<file path="src/rtl/apb_master_ctrl.sv">
// rtl/apb_master_ctrl.sv - APB master controller with two slaves (optional wait timeout: APB_TIMEOUT_EN)
module apb_master_ctrl #(
  parameter int AW = 9,
  parameter int DW = 8
) (
  input  logic          pclk,
  input  logic          presetn,
  input  logic          transfer,
  input  logic          read_write,
  input  logic [AW-1:0] apb_write_paddr,
  input  logic [AW-1:0] apb_read_paddr,
  input  logic [DW-1:0] apb_write_data,
  output logic [DW-1:0] apb_read_data_out,
  output logic [AW-1:0] paddr,
  output logic [DW-1:0] pwdata,
  output logic          pwrite,
  output logic          penable,
  output logic          psel1,
  output logic          psel2,
  input  logic [DW-1:0] prdata1,
  input  logic [DW-1:0] prdata2,
  input  logic          pready1,
  input  logic          pready2,
  input  logic          pslverr1,
  input  logic          pslverr2,
  output logic          done,
  output logic          err
);

  typedef enum logic [1:0] {
    IDLE   = 2'd0,
    SETUP  = 2'd1,
    ACCESS = 2'd2
  } state_t;

  state_t        state_q, state_d;
  logic [AW-1:0] paddr_q;
  logic [DW-1:0] pwdata_q;
  logic          pwrite_q;
  logic [DW-1:0] rdata_q;
  logic          done_q;
  logic          err_q;

  logic          capture;
  logic          complete;
  logic          abort;

  // Only the slave addressed by the captured request is listened to
  logic          slave2;
  logic          sel_ready;
  logic          sel_err;
  logic [DW-1:0] sel_rdata;

  assign slave2    = paddr_q[AW-1];
  assign sel_ready = slave2 ? pready2  : pready1;
  assign sel_err   = slave2 ? pslverr2 : pslverr1;
  assign sel_rdata = slave2 ? prdata2  : prdata1;

`ifdef APB_TIMEOUT_EN
  logic [3:0] wait_cnt;

  // Count consecutive wait cycles in ACCESS; cleared while in SETUP so each ACCESS starts at zero
  always_ff @(posedge pclk or negedge presetn) begin
    if (!presetn) begin
      wait_cnt <= 4'd0;
    end else if (state_q == SETUP) begin
      wait_cnt <= 4'd0;
    end else if (state_q == ACCESS && !sel_ready) begin
      wait_cnt <= wait_cnt + 4'd1;
    end
  end

  // The 16th wait cycle is the one seen while the counter already holds 15
  assign abort = (state_q == ACCESS) && !sel_ready && (wait_cnt == 4'd15);
`else
  assign abort = 1'b0;
`endif

  // State register
  always_ff @(posedge pclk or negedge presetn) begin
    if (!presetn) begin
      state_q <= IDLE;
    end else begin
      state_q <= state_d;
    end
  end

  // Next-state logic; a completing ACCESS may chain straight into the next SETUP
  always_comb begin
    state_d  = state_q;
    capture  = 1'b0;
    complete = 1'b0;
    case (state_q)
      IDLE: begin
        if (transfer) begin
          capture = 1'b1;
          state_d = SETUP;
        end
      end
      SETUP: begin
        state_d = ACCESS;
      end
      ACCESS: begin
        if (sel_ready) begin
          complete = 1'b1;
          if (transfer) begin
            capture = 1'b1;
            state_d = SETUP;
          end else begin
            state_d = IDLE;
          end
        end else if (abort) begin
          state_d = IDLE;
        end
      end
      default: begin
        state_d = IDLE;
      end
    endcase
  end

  // Request capture, read-data load and completion status
  always_ff @(posedge pclk or negedge presetn) begin
    if (!presetn) begin
      paddr_q  <= '0;
      pwdata_q <= '0;
      pwrite_q <= 1'b0;
      rdata_q  <= '0;
      done_q   <= 1'b0;
      err_q    <= 1'b0;
    end else begin
      if (capture) begin
        paddr_q  <= read_write ? apb_read_paddr : apb_write_paddr;
        pwdata_q <= apb_write_data;
        pwrite_q <= ~read_write;
      end
      if (complete && !pwrite_q) begin
        rdata_q <= sel_rdata;
      end
      done_q <= complete | abort;
      err_q  <= complete ? sel_err : abort;
    end
  end

  assign paddr             = paddr_q;
  assign pwdata            = pwdata_q;
  assign pwrite            = pwrite_q;
  assign penable           = (state_q == ACCESS);
  assign psel1             = (state_q != IDLE) && !slave2;
  assign psel2             = (state_q != IDLE) && slave2;
  assign apb_read_data_out = rdata_q;
  assign done              = done_q;
  assign err               = err_q;

endmodule

</file>
<file path="config.mk">
export PLATFORM = sky130hd
export DESIGN_NAME = apb_master_ctrl
export DESIGN_NICKNAME = d
export VERILOG_FILES = /design/src/rtl/apb_master_ctrl.sv
export SDC_FILE = /design/constraint.sdc
export NUM_CORES = 1
export LEC_CHECK = 0
export ABC_AREA = 0
export BUFFER_PORTS_ARGS = -buffer_cell sky130_fd_sc_hd__clkbuf_2
export CAP_MARGIN = 30
export CORE_AREA = 5 5 61 63
export CTS_BUF_LIST = sky130_fd_sc_hd__clkbuf_4
export DETAILED_ROUTE_END_ITERATION = 7
export DIE_AREA = 0 0 66 68
export PLACE_DENSITY = 0.87
export SLEW_MARGIN = 20
export SYNTH_ARGS = -nofsm -noshare
export SYNTH_HDL_FRONTEND = slang
export SYNTH_SLANG_ARGS = --single-unit
</file>
<file path="constraint.sdc">
create_clock -name pclk -period 4.2 [get_ports pclk]
set_input_delay 0.42 -clock pclk [delete_from_list [all_inputs] [get_ports pclk]]
set_output_delay 0.42 -clock pclk [all_outputs]
set_load 0.02 [all_outputs]
</file>
### Word-level counts from Yosys, hierarchy flattened

Cells that the tools add are included.

| operators by class | value |
|---|---|
| add/subtract/negate cells | 0 |
| multiply operators | 0 |
| divide/modulo/power cells | 0 |
| order comparisons | 0 |
| equal/unequal tests | 4 |
| shift-type cells | 0 |
| multiplexer cells | 14 |
| bitwise operators | 1 |
| reduce and logical (&&, ||, !) cells | 8 |

Operators by type and width:

| kind | number |
|---|---|
| $mux W9 | 1 |
| $mux W1 | 8 |
| $mux W8 | 1 |
| $pmux W2 S3 | 1 |
| $mux W2 | 2 |
| $logic_and A1 B1 Y1 | 3 |
| $eq A2 B1 Y1 const B | 1 |
| $eq A2 B2 Y1 const B | 1 |
| $logic_not A1 Y1 | 2 |
| $logic_not A2 Y1 | 1 |
| $ne A2 B1 Y1 const B | 1 |
| $ne A2 B2 Y1 const B | 1 |
| $pmux W1 S2 | 1 |
| $reduce_and A2 Y1 | 1 |
| $reduce_bool A2 Y1 | 1 |
| $not A1 Y1 | 1 |

| storage, ports and cells | value |
|---|---|
| register bits after elaboration | 30 |
| bits in latches | 0 |
| RAM bits | 0 |
| memory bits (read-only) | 0 |
| input bits | 50 |
| output and inout bits | 31 |
| word-level logic and storage cells | 34 |
| memories kept | 0 |

### Logic depth before layout (Yosys ltp)

Gate-level depths: netlist (run 1).

| logic depth | value |
|---|---|
| word-level depth | 4 |
| gate-level depth with buffers | 5 |
| mapped depth without buffers | 3 |

### Worst setup path before layout (run 1)

No wires, ideal clock.

| path | value |
|---|---|
| kind | register to output |
| start | register paddr_q[8], in the netlist paddr[8] |
| end | output port psel2 |
| arrival time | 1.361 ns |
| data required time | 3.780 ns |
| setup slack | 2.419 ns |
| cell stages (with the launch flop) | 4 |
| path buffers | 2 |
| cells stage by stage | dfrtp_1 -> buf_6 -> dlygate4sd1_1 -> nor2b_1 |

| on the way | value |
|---|---|
| word-level cells in the longest chain between the ends | 1 |

Ends and longest elaborated chain:

| item | RTL line | source |
|---|---|---|
| from (decl) | 37 | `logic [AW-1:0] paddr_q;` |
| from (signal assigned) | 133 | `paddr_q <= read_write ? apb_read_paddr : apb_write_paddr;` |
| $logic_and A1 B1 Y1 | 150 | `assign psel2 = (state_q != IDLE) && slave2;` |
| to (decl) | 19 | `output logic psel2,` |

Every way passes these cells.

### Worst setup path after layout (run 1)

| path | value |
|---|---|
| start | register paddr_q[8], in the netlist paddr[8] |
| end | register rdata_q[3], in the netlist apb_read_data_out[3] |

| on the way | value |
|---|---|
| word-level cells in the longest chain between the ends | 4 |
| elaborated cells on any way between the ends | 5 |
| those cells by class | 4 x mux; 1 x reduce/logical |

Ends and longest elaborated chain:

| item | RTL line | source |
|---|---|---|
| $mux W1 | 55 | `assign sel_ready = slave2 ? pready2 : pready1;` |
| $mux W1 | 104 | `if (sel_ready) begin` |
| $mux W1 | 93 | `case (state_q)` |
| $logic_and A1 B1 Y1 | 137 | `if (complete && !pwrite_q) begin` |
| to (signal assigned) | 138 | `rdata_q <= sel_rdata;` |
| to (decl) | 40 | `logic [DW-1:0] rdata_q;` |

Several ways; a longest one is shown, not always the timed one.
A chain may end at the register's enable or synchronous reset.

==> results.py, run 1 <==
metrics = {
    "timing": {
        "min_period_over_period": 0.486,
        "slew_violations": 0,
        "setup_violations": 0,
        "hold_viol": 0,
        "tightest_slew_ns": 0.742,
        "finClkSkew_ns": 0.00999,
        "rsz0062_at_grt": "false",
        "fmax_mhz": 490,
        "tns_ns": 0,
        "slew_headroom": 0.506,
        "worst_slack_ns": 2.16,
        "period_minus_slack_ns": 2.04,
    },
    "synth": {
        "yosys-mux-area-fraction": 0.370,
        "syn-num-nets": 148,
        "syn_avg_cell_area_um2": 14.7,
        "ys_seq_elements": 30,
        "synth_area_um2": 1440,
        "ys_async_sr_fraction": 1.00,
        "yosys_warnings": 0,
        "synth_compound_area_frac": 0.0261,
        "synth-main-ff-cell": "dfrtp_1",
        "synth_edf_count": 0,
        "synth_adder_area_share": 0,
        "synth-simple-area-share": 0.0417,
        "syn_inst": 98,
        "synthXorXnorAreaFrac": 0,
        "synth_top_family_by_area": "multiplexers",
        "synth_cell_type_count": 20,
        "seq_area_frac_synth": 0.522,
    },
    "die": {
        "die_w_um": 66,
        "fp.dieH_um": 68,
        "design.core.area_um2": 3180,
        "initial_core_util": 0.453,
        "rows": 21,
        "die_area_um2": 4490,
        "pin_count": 81,
    },
    "finish": {
        "final_core_util": 0.599,
        "diodes": 0,
        "final_cell_mix": "80 x clkbuf_2, 30 x dfrtp_1, 16 x mux2_2, 16 x mux2_1, 8 x mux2_4",
        "num-fill-cells": 287,
        "final_common_cell": "clkbuf_2",
        "layout-drive-gt1-share": 0.624,
        "syn2layout_area_growth_pct": 32.3,
        "nets": 230,
    },
    "route": {
        "wl_per_cell_um": 13.6,
        "first_pass_iters": 2,
        "drtIter0Drc": 15,
        "vias": 1063,
        "ant_nets": 0,
        "viasPerCell": 4.68,
        "drt_wl_total_mm": 3.09,
        "drc": 0,
    },
    "critical_path": {
        "worstPathArrival_ns": 2.24,
        "crit_required_ns": 4.40,
        "cp_max_fo": 15,
        "regToRegSetupSlack_ns": 2.16,
        "cp.depth": 3,
        "crit_family": "multiplexers",
        "crit_start": "paddr[8]",
        "setup.worst_path.end": "apb_read_data_out[3]",
        "slowest_delay_ns": 0.71,
        "worstPathCellList": "mux2i_4 -> or3_1 -> mux2_4",
        "start_kind": "register",
        "rr_worst_depth": 3,
        "crit_path_end_kind": "register",
        "r2r_start": "paddr[8]",
        "worstSetupPathType": "register to register",
        "critPathBufInv": 0,
        "crit_path_top_delay_cell": "dfrtp_1",
        "r2r_end": "apb_read_data_out[3]",
    },
    "clock_network": {
        "ctsHoldBuffers": 0,
        "post_cts_resized": 0,
        "cts-root-buf": "clkbuf_4",
        "htreeDepth": 2,
        "clock_latency_ns": 0.32,
        "clockBufferDepth": 2,
        "post-cts-setup-buffer-count": 0,
        "clkSinkCount": 30,
        "clkTransAtPathRegs_ns": 0.09,
        "cts_buffers": 5,
        "cts_tree": "built",
    },
    "global_route": {
        "grt-ovfl-total": 0,
        "grt_max_degree": 31,
        "grt_usage": 0.152,
        "grt_pass1_wl_mm": 4.97,
        "grt_pass1_vias": 1171,
        "antenna_found_initial": 0,
    },
    "min_path": {
        "hp-class": "input pin to asynchronous set/reset pin",
    },
    "placement": {
        "dpl.hpwl_mm": 2.46,
        "globalplace.congestion": 0.834,
        "place_ws_ns": 2.15,
        "portBuffers": 80,
    },
    "power": {
        "cellPowerDensity_nw_per_um2": 627,
        "ir_worst_vdd_mv": 0.276,
        "cellLeakagePower_nw": 0.997,
    },
    "flow_run": {
        "maxCapViolCount": 0,
    },
    "run_status": {
        "status": "finished clean",
    },
}
flip-flops by register name (all words and copies together), names as in the netlist:
name	cells
apb_read_data_out	8
paddr	9
err	1
state_q	2
pwrite	1
pwdata	8
done	1
logic make-up after synthesis:
group                  after synthesis
buffers and inverters                8
multiplexers                        44
AND/OR/NAND/NOR                     11
AO/OA/AOI/OAI                        5
flip-flops                          30
synth_stat cells (2+ instances only):
| cell type | number | share of area |
|---|---|---|
| buf_6 | 3 | 0.023 |
| nor2_1 | 3 | 0.0078 |
| o21ai_0 | 3 | 0.010 |
| mux2_4 | 8 | 0.083 |
| mux2_2 | 16 | 0.13 |
| dfrtp_1 | 30 | 0.52 |
| mux2i_1 | 3 | 0.021 |
| mux2_1 | 16 | 0.13 |
| nand2b_1 | 2 | 0.0087 |
| inv_1 | 3 | 0.0078 |
| nor2b_1 | 2 | 0.0087 |
through the flow:
stage	total power, mW	std cells	cell area [um2]	hold WS (ns)
after floorplan	0.867	98	1440	0.124
after global placement	1.03	219	1850	0.468
after detailed placement	1.05	219	1850	0.478
after CTS	1.21	227	1900	0.167
after global routing	1.28	227	1900	0.175
final	1.19	227	1900	0.143
layout make-up:
class                           instances  area, um2  area share
Multi-Input combinational cell         60        631       0.331
Clock inverter                          2       8.76     0.00460
Sequential cell                        30        751       0.394
Timing Repair Buffer                   80        400       0.210
Inverter                                3       11.3     0.00591
Clock buffer                            6       45.0      0.0237
Tap cell                               46       57.6      0.0302
how the worst min path moves through the flow:
stage              start              endpoint  slack [ns]  cells past startpoint
2_1_floorplan    presetn  apb_read_data_out[0]        0.12                      0
3_3_place_gp   pwdata[2]             pwdata[2]        0.47                      1
3_5_place_dp    paddr[6]              paddr[6]        0.48                      1
4_1_cts          presetn  apb_read_data_out[7]        0.17                      1
5_1_grt          presetn  apb_read_data_out[7]        0.18                      1
6_report         presetn  apb_read_data_out[4]        0.14                      1
report_power, final:
part | internal, mW | switching [mW]
clock network | 0.0692 | 0.0927
logic | 0.247 | 0.295
registers | 0.407 | 0.0832
total | 0.724 | 0.471
per-layer routing:
metal,up-vias,GRT usage,share of wire
met5,-,0,0
li1,510,-,-
met2,66,0.252,0.45
met4,0,0.0533,0.0055
met1,485,0.168,0.42
met3,2,0.0788,0.12
Power figures use the tool's default switching activity.
==> inputs of run 2 (changes only) <==
CORE_AREA = 5 5 66 68   (was 5 5 61 63)
DIE_AREA = 0 0 71 73   (was 0 0 66 68)
PLACE_DENSITY = 0.78   (was 0.87)
clock period = 1.65 ns   (was 4.2 ns; I/O delays follow)
==> results.py, run 2 (synthesis results as in run 1) <==
metrics = {
    "run_status": {
        "status": "finished clean",
    },
    "global_route": {
        "antenna_found_initial": 0,
        "grt_max_degree": 31,
        "grt-ovfl-total": 0,
        "grt_usage": 0.130,
        "grt_pass1_wl_mm": 5.31,
        "grt_pass1_vias": 1228,
    },
    "route": {
        "viasPerCell": 4.54,
        "first_pass_iters": 2,
        "ant_nets": 0,
        "wl_per_cell_um": 13.3,
        "drt_wl_total_mm": 3.14,
        "vias": 1072,
        "drtIter0Drc": 17,
        "drc": 0,
    },
    "placement": {
        "globalplace.congestion": 0.809,
        "placed_cell_area_um2": 1910,
        "portBuffers": 80,
        "dpl.hpwl_mm": 2.49,
    },
    "timing": {
        "hold_viol": 0,
        "worst_hold_slack_ns": 0.0560,
        "finClkSkew_ns": 0.0106,
        "tns_ns": 0,
        "slew_violations": 0,
        "min_period_over_period": 0.949,
        "fmax_mhz": 639,
        "slew_headroom": 0.503,
        "tightest_slew_ns": 0.746,
        "setup_violations": 0,
        "rsz0062_at_grt": "false",
        "period_minus_slack_ns": 1.57,
    },
    "finish": {
        "final_cell_mix": "80 x clkbuf_2, 29 x dfrtp_1, 16 x mux2_2",
        "num-fill-cells": 359,
        "design_area_um2": 1980,
        "diodes": 0,
        "nets": 235,
        "syn2layout_area_growth_pct": 37.7,
        "largest_reg_flops": 9,
        "final_common_cell": "clkbuf_2",
        "final_core_util": 0.522,
        "layout-drive-gt1-share": 0.656,
    },
    "critical_path": {
        "worstPathCellList": "mux2i_4 -> buf_4 -> a21oi_4 -> buf_12 -> mux2_1",
        "crit_path_top_delay_cell": "dfrtp_2",
        "start_kind": "register",
        "cp_max_fo": 18,
        "regToRegSetupSlack_ns": 0.08,
        "slowest_delay_ns": 0.44,
        "crit_required_ns": 1.85,
        "crit_family": "multiplexers",
        "crit_path_end_kind": "register",
        "worstPathArrival_ns": 1.77,
        "worstSetupPathType": "register to register",
        "critPathBufInv": 2,
    },
    "clock_network": {
        "clockBufferDepth": 2,
        "cts_tree": "built",
        "cts-root-buf": "clkbuf_4",
        "clkSinkCount": 30,
        "clock_latency_ns": 0.32,
        "cts_buffers": 5,
        "clkTransAtPathRegs_ns": 0.09,
        "post-cts-setup-buffer-count": 0,
        "htreeDepth": 2,
    },
    "die": {
        "die_w_um": 71,
        "fp.dieH_um": 73,
        "initial_core_util": 0.379,
        "rows": 23,
        "pin_count": 81,
        "design.core.area_um2": 3800,
        "die_area_um2": 5180,
    },
    "power": {
        "cellLeakagePower_nw": 1.04,
        "ir_worst_vdd_mv": 0.737,
        "cellPowerDensity_nw_per_um2": 1600,
        "fin_total_pwr_mw": 3.18,
    },
    "flow_run": {
        "maxCapViolCount": 0,
    },
    "min_path": {
        "hp-class": "input pin to register",
    },
}
## run 2: changes by cell type in the layout (fill, tap and decap cells not counted), sizes merged
cell         previous run  this run
dlygate4sd3             0         1
clkinv                  2         0
buf                     0         4
clkbuf                 86        88
## run 2: final cells by class
class	instances	area (um2)	area share
flip-flops and latches	30	752	0.379
multi-input cells	60	643	0.324
repair buffers	85	453	0.229
well taps	50	62.6	0.0316
clock buffers	8	60.1	0.0303
inverters	3	11.3	0.00568
## run 2: routing by layer
layer	GRT usage	routed length, um	vias up
met4	0.0647	55	0
met5	0	0	-
met2	0.220	1520	52
met1	0.148	1310	490
met3	0.0399	251	8
li1	-	-	522
## run 2: worst paths after layout
check | startpoint | to | depth (start not counted)
max | paddr[8] | paddr[6] | 5
min | apb_write_data[7] | pwdata[7] | 2
max reg2reg | paddr[8] | paddr[6] | 5
min reg2reg | paddr[7] | paddr[7] | 1
max in group asynchronous | presetn | paddr[8] | 2
min in group asynchronous | presetn | done | 2
## run 2: stage by stage
| step | worst slack, ns | std cells |
|---|---|---|
| after floorplan | -0.0103 | 98 |
| after global placement | 0.0477 | 227 |
| after detailed placement | 0.00319 | 227 |
| after CTS | 0.0713 | 236 |
| after global routing | 0.0529 | 236 |
| final | 0.0849 | 236 |
## run 2: repair_timing
item / CTS / global route
resized for setup: 1 / 0
endpoints found under the hold margin: 30 / 0
setup endpoints to repair: 8 / 0
hold buffers: 1 / 0
## run 2: where the power goes
part / internal (mW) / total, mW / switching, mW / leakage, nW
clock: 0.219 / 0.452 / 0.233 / 0.0368
combinational: 0.701 / 1.53 / 0.827 / 0.643
sequential: 1.04 / 1.20 / 0.159 / 0.357
total: 1.96 / 3.18 / 1.22 / 1.04
==> inputs of run 3 (changes only) <==
CORE_AREA = 5 5 69 65   (was 5 5 66 68)
DIE_AREA = 0 0 74 70   (was 0 0 71 73)
PLACE_DENSITY = 0.87   (was 0.78)
==> results.py, run 3 (synthesis results as in run 1) <==
metrics = {
    "finish": {
        "diodes": 0,
        "design_area_um2": 2000,
        "multi_input_area_um2": 643,
        "seq_area_um2": 752,
        "num-fill-cells": 320,
        "largest_reg_flops": 9,
        "nets": 235,
        "final_cell_mix": "80 x clkbuf_2, 29 x dfrtp_1, 16 x mux2_2",
        "final_common_cell": "clkbuf_2",
        "instances_no_fill": 232,
        "syn2layout_area_growth_pct": 39.0,
        "layout-drive-gt1-share": 0.656,
    },
    "clock_network": {
        "clockBufferDepth": 2,
        "clkTransAtPathRegs_ns": 0.10,
        "post-cts-setup-buffer-count": 0,
        "htreeDepth": 2,
        "cts-root-buf": "clkbuf_4",
        "cts_buffers": 5,
        "clock_latency_ns": 0.33,
        "clkSinkCount": 30,
        "cts_tree": "built",
    },
    "timing": {
        "finClkSkew_ns": 0.0130,
        "fmax_mhz": 644,
        "tightest_slew_ns": 0.729,
        "min_period_over_period": 0.940,
        "period_minus_slack_ns": 1.55,
        "rsz0062_at_grt": "false",
        "slew_violations": 0,
        "worst_hold_slack_ns": 0.0414,
        "slew_headroom": 0.514,
        "hold_viol": 0,
        "setup_violations": 0,
    },
    "placement": {
        "placed_cell_area_um2": 1900,
        "place_inst": 223,
        "dpl.hpwl_mm": 2.55,
        "globalplace.congestion": 0.740,
        "portBuffers": 80,
    },
    "power": {
        "comb_power_share": 0.459,
        "cellPowerDensity_nw_per_um2": 1660,
        "p_sw_mw": 1.25,
        "intPower_mw": 2.08,
        "clockPowerShare": 0.179,
        "ir_worst_vdd_mv": 1.09,
        "cellLeakagePower_nw": 1.04,
        "sequentialPowerShare": 0.362,
        "swShare": 0.376,
    },
    "critical_path": {
        "worstSetupPathType": "register to register",
        "worstPathArrival_ns": 1.76,
        "cp_max_fo": 8,
        "start_kind": "register",
        "crit_required_ns": 1.86,
        "crit_path_end_kind": "register",
    },
    "die": {
        "initial_core_util": 0.394,
        "die_w_um": 74,
        "fp.dieH_um": 70,
        "pin_count": 81,
        "die_area_um2": 5180,
        "design.core.area_um2": 3650,
        "rows": 21,
    },
    "route": {
        "wl_per_cell_um": 14.1,
        "vias": 1104,
        "drc": 0,
        "drt_wl_total_mm": 3.26,
        "drtIter0Drc": 19,
        "viasPerCell": 4.76,
        "ant_nets": 0,
        "first_pass_iters": 4,
    },
    "global_route": {
        "grt_max_degree": 31,
        "grt_pass1_vias": 1208,
        "antenna_found_initial": 0,
        "grt_pass1_wl_mm": 5.68,
        "grt-ovfl-total": 0,
        "grt_usage": 0.143,
    },
    "run_status": {
        "status": "finished clean",
    },
    "min_path": {
        "hp-class": "input pin to register",
    },
    "flow_run": {
        "maxCapViolCount": 0,
    },
}
run 3: changes by cell type in the layout (fill, tap and decap cells not counted):
cell,delta
bufinv_16,+1
clkbuf_4,-2
clkinvlp_4,+1
run 3: final timing paths:
kind	from	end	slack [ns]	cells past startpoint
worst max-delay path	paddr[8]	apb_read_data_out[0]	0.1	3
worst min-delay path	apb_write_data[4]	pwdata[4]	0.04	2
worst max register to register	paddr[8]	apb_read_data_out[0]	0.1	3
worst min register to register	pwdata[3]	pwdata[3]	0.50	1
max in group asynchronous	presetn	paddr[8]	0.73	2
min in group asynchronous	presetn	pwdata[4]	0.41	2
run 3: through the flow:
| stage | power (mW) | util | worst slack, ns | setup TNS (ns) |
|---|---|---|---|---|
| finish | 3.33 | 0.547 | 0.0982 | 0 |
| global route | 3.56 | 0.547 | 0.0568 | 0 |
| CTS | 3.38 | 0.547 | 0.0929 | 0 |
| floorplan | 2.23 | - | -0.0103 | -0.139 |
| global placement | 2.74 | 0.521 | -0.00123 | -0.00716 |
| detailed placement | 2.77 | 0.521 | -0.0579 | -0.439 |
run 3: power groups by stage:
stage / combinational (mW) / sequential (mW) / clock (mW)
6_report: 1.53 / 1.21 / 0.595
5_1_grt: 1.65 / 1.25 / 0.653
4_1_cts: 1.56 / 1.21 / 0.611
3_5_place_dp: 1.55 / 1.22 / 0
3_3_place_gp: 1.52 / 1.21 / 0
2_1_floorplan: 0.659 / 1.57 / 0
run 3: area by class of cell:
class,instances,area share
Sequential cell,30,0.376
Inverter,3,0.00563
Clock buffer,6,0.0225
Multi-Input combinational cell,60,0.322
Clock inverter,2,0.0188
Tap cell,46,0.0288
Timing Repair Buffer,85,0.227
run 3: routing by layer:
layer / routed length, um / track usage / vias up / share of wire
met1: 1250 / 0.162 / 524 / 0.38
met5: 0 / 0 / - / 0
met3: 403 / 0.0746 / 5 / 0.12
li1: - / - / 521 / -
met4: 54 / 0.0543 / 0 / 0.017
met2: 1550 / 0.224 / 54 / 0.48
run 3: what timing repair did:
item | in CTS | in global routing
setup endpoints to repair | 8 | 0
hold buffers | 1 | 0
gates resized for setup | 1 | 0
endpoints found under the hold margin | 30 | 0
run 3: critical path: stages, from the launching register on:
cell and delay, ns:
dfrtp_2 0.44, mux2i_4 0.22, or3_4 0.44, mux2_4 0.32
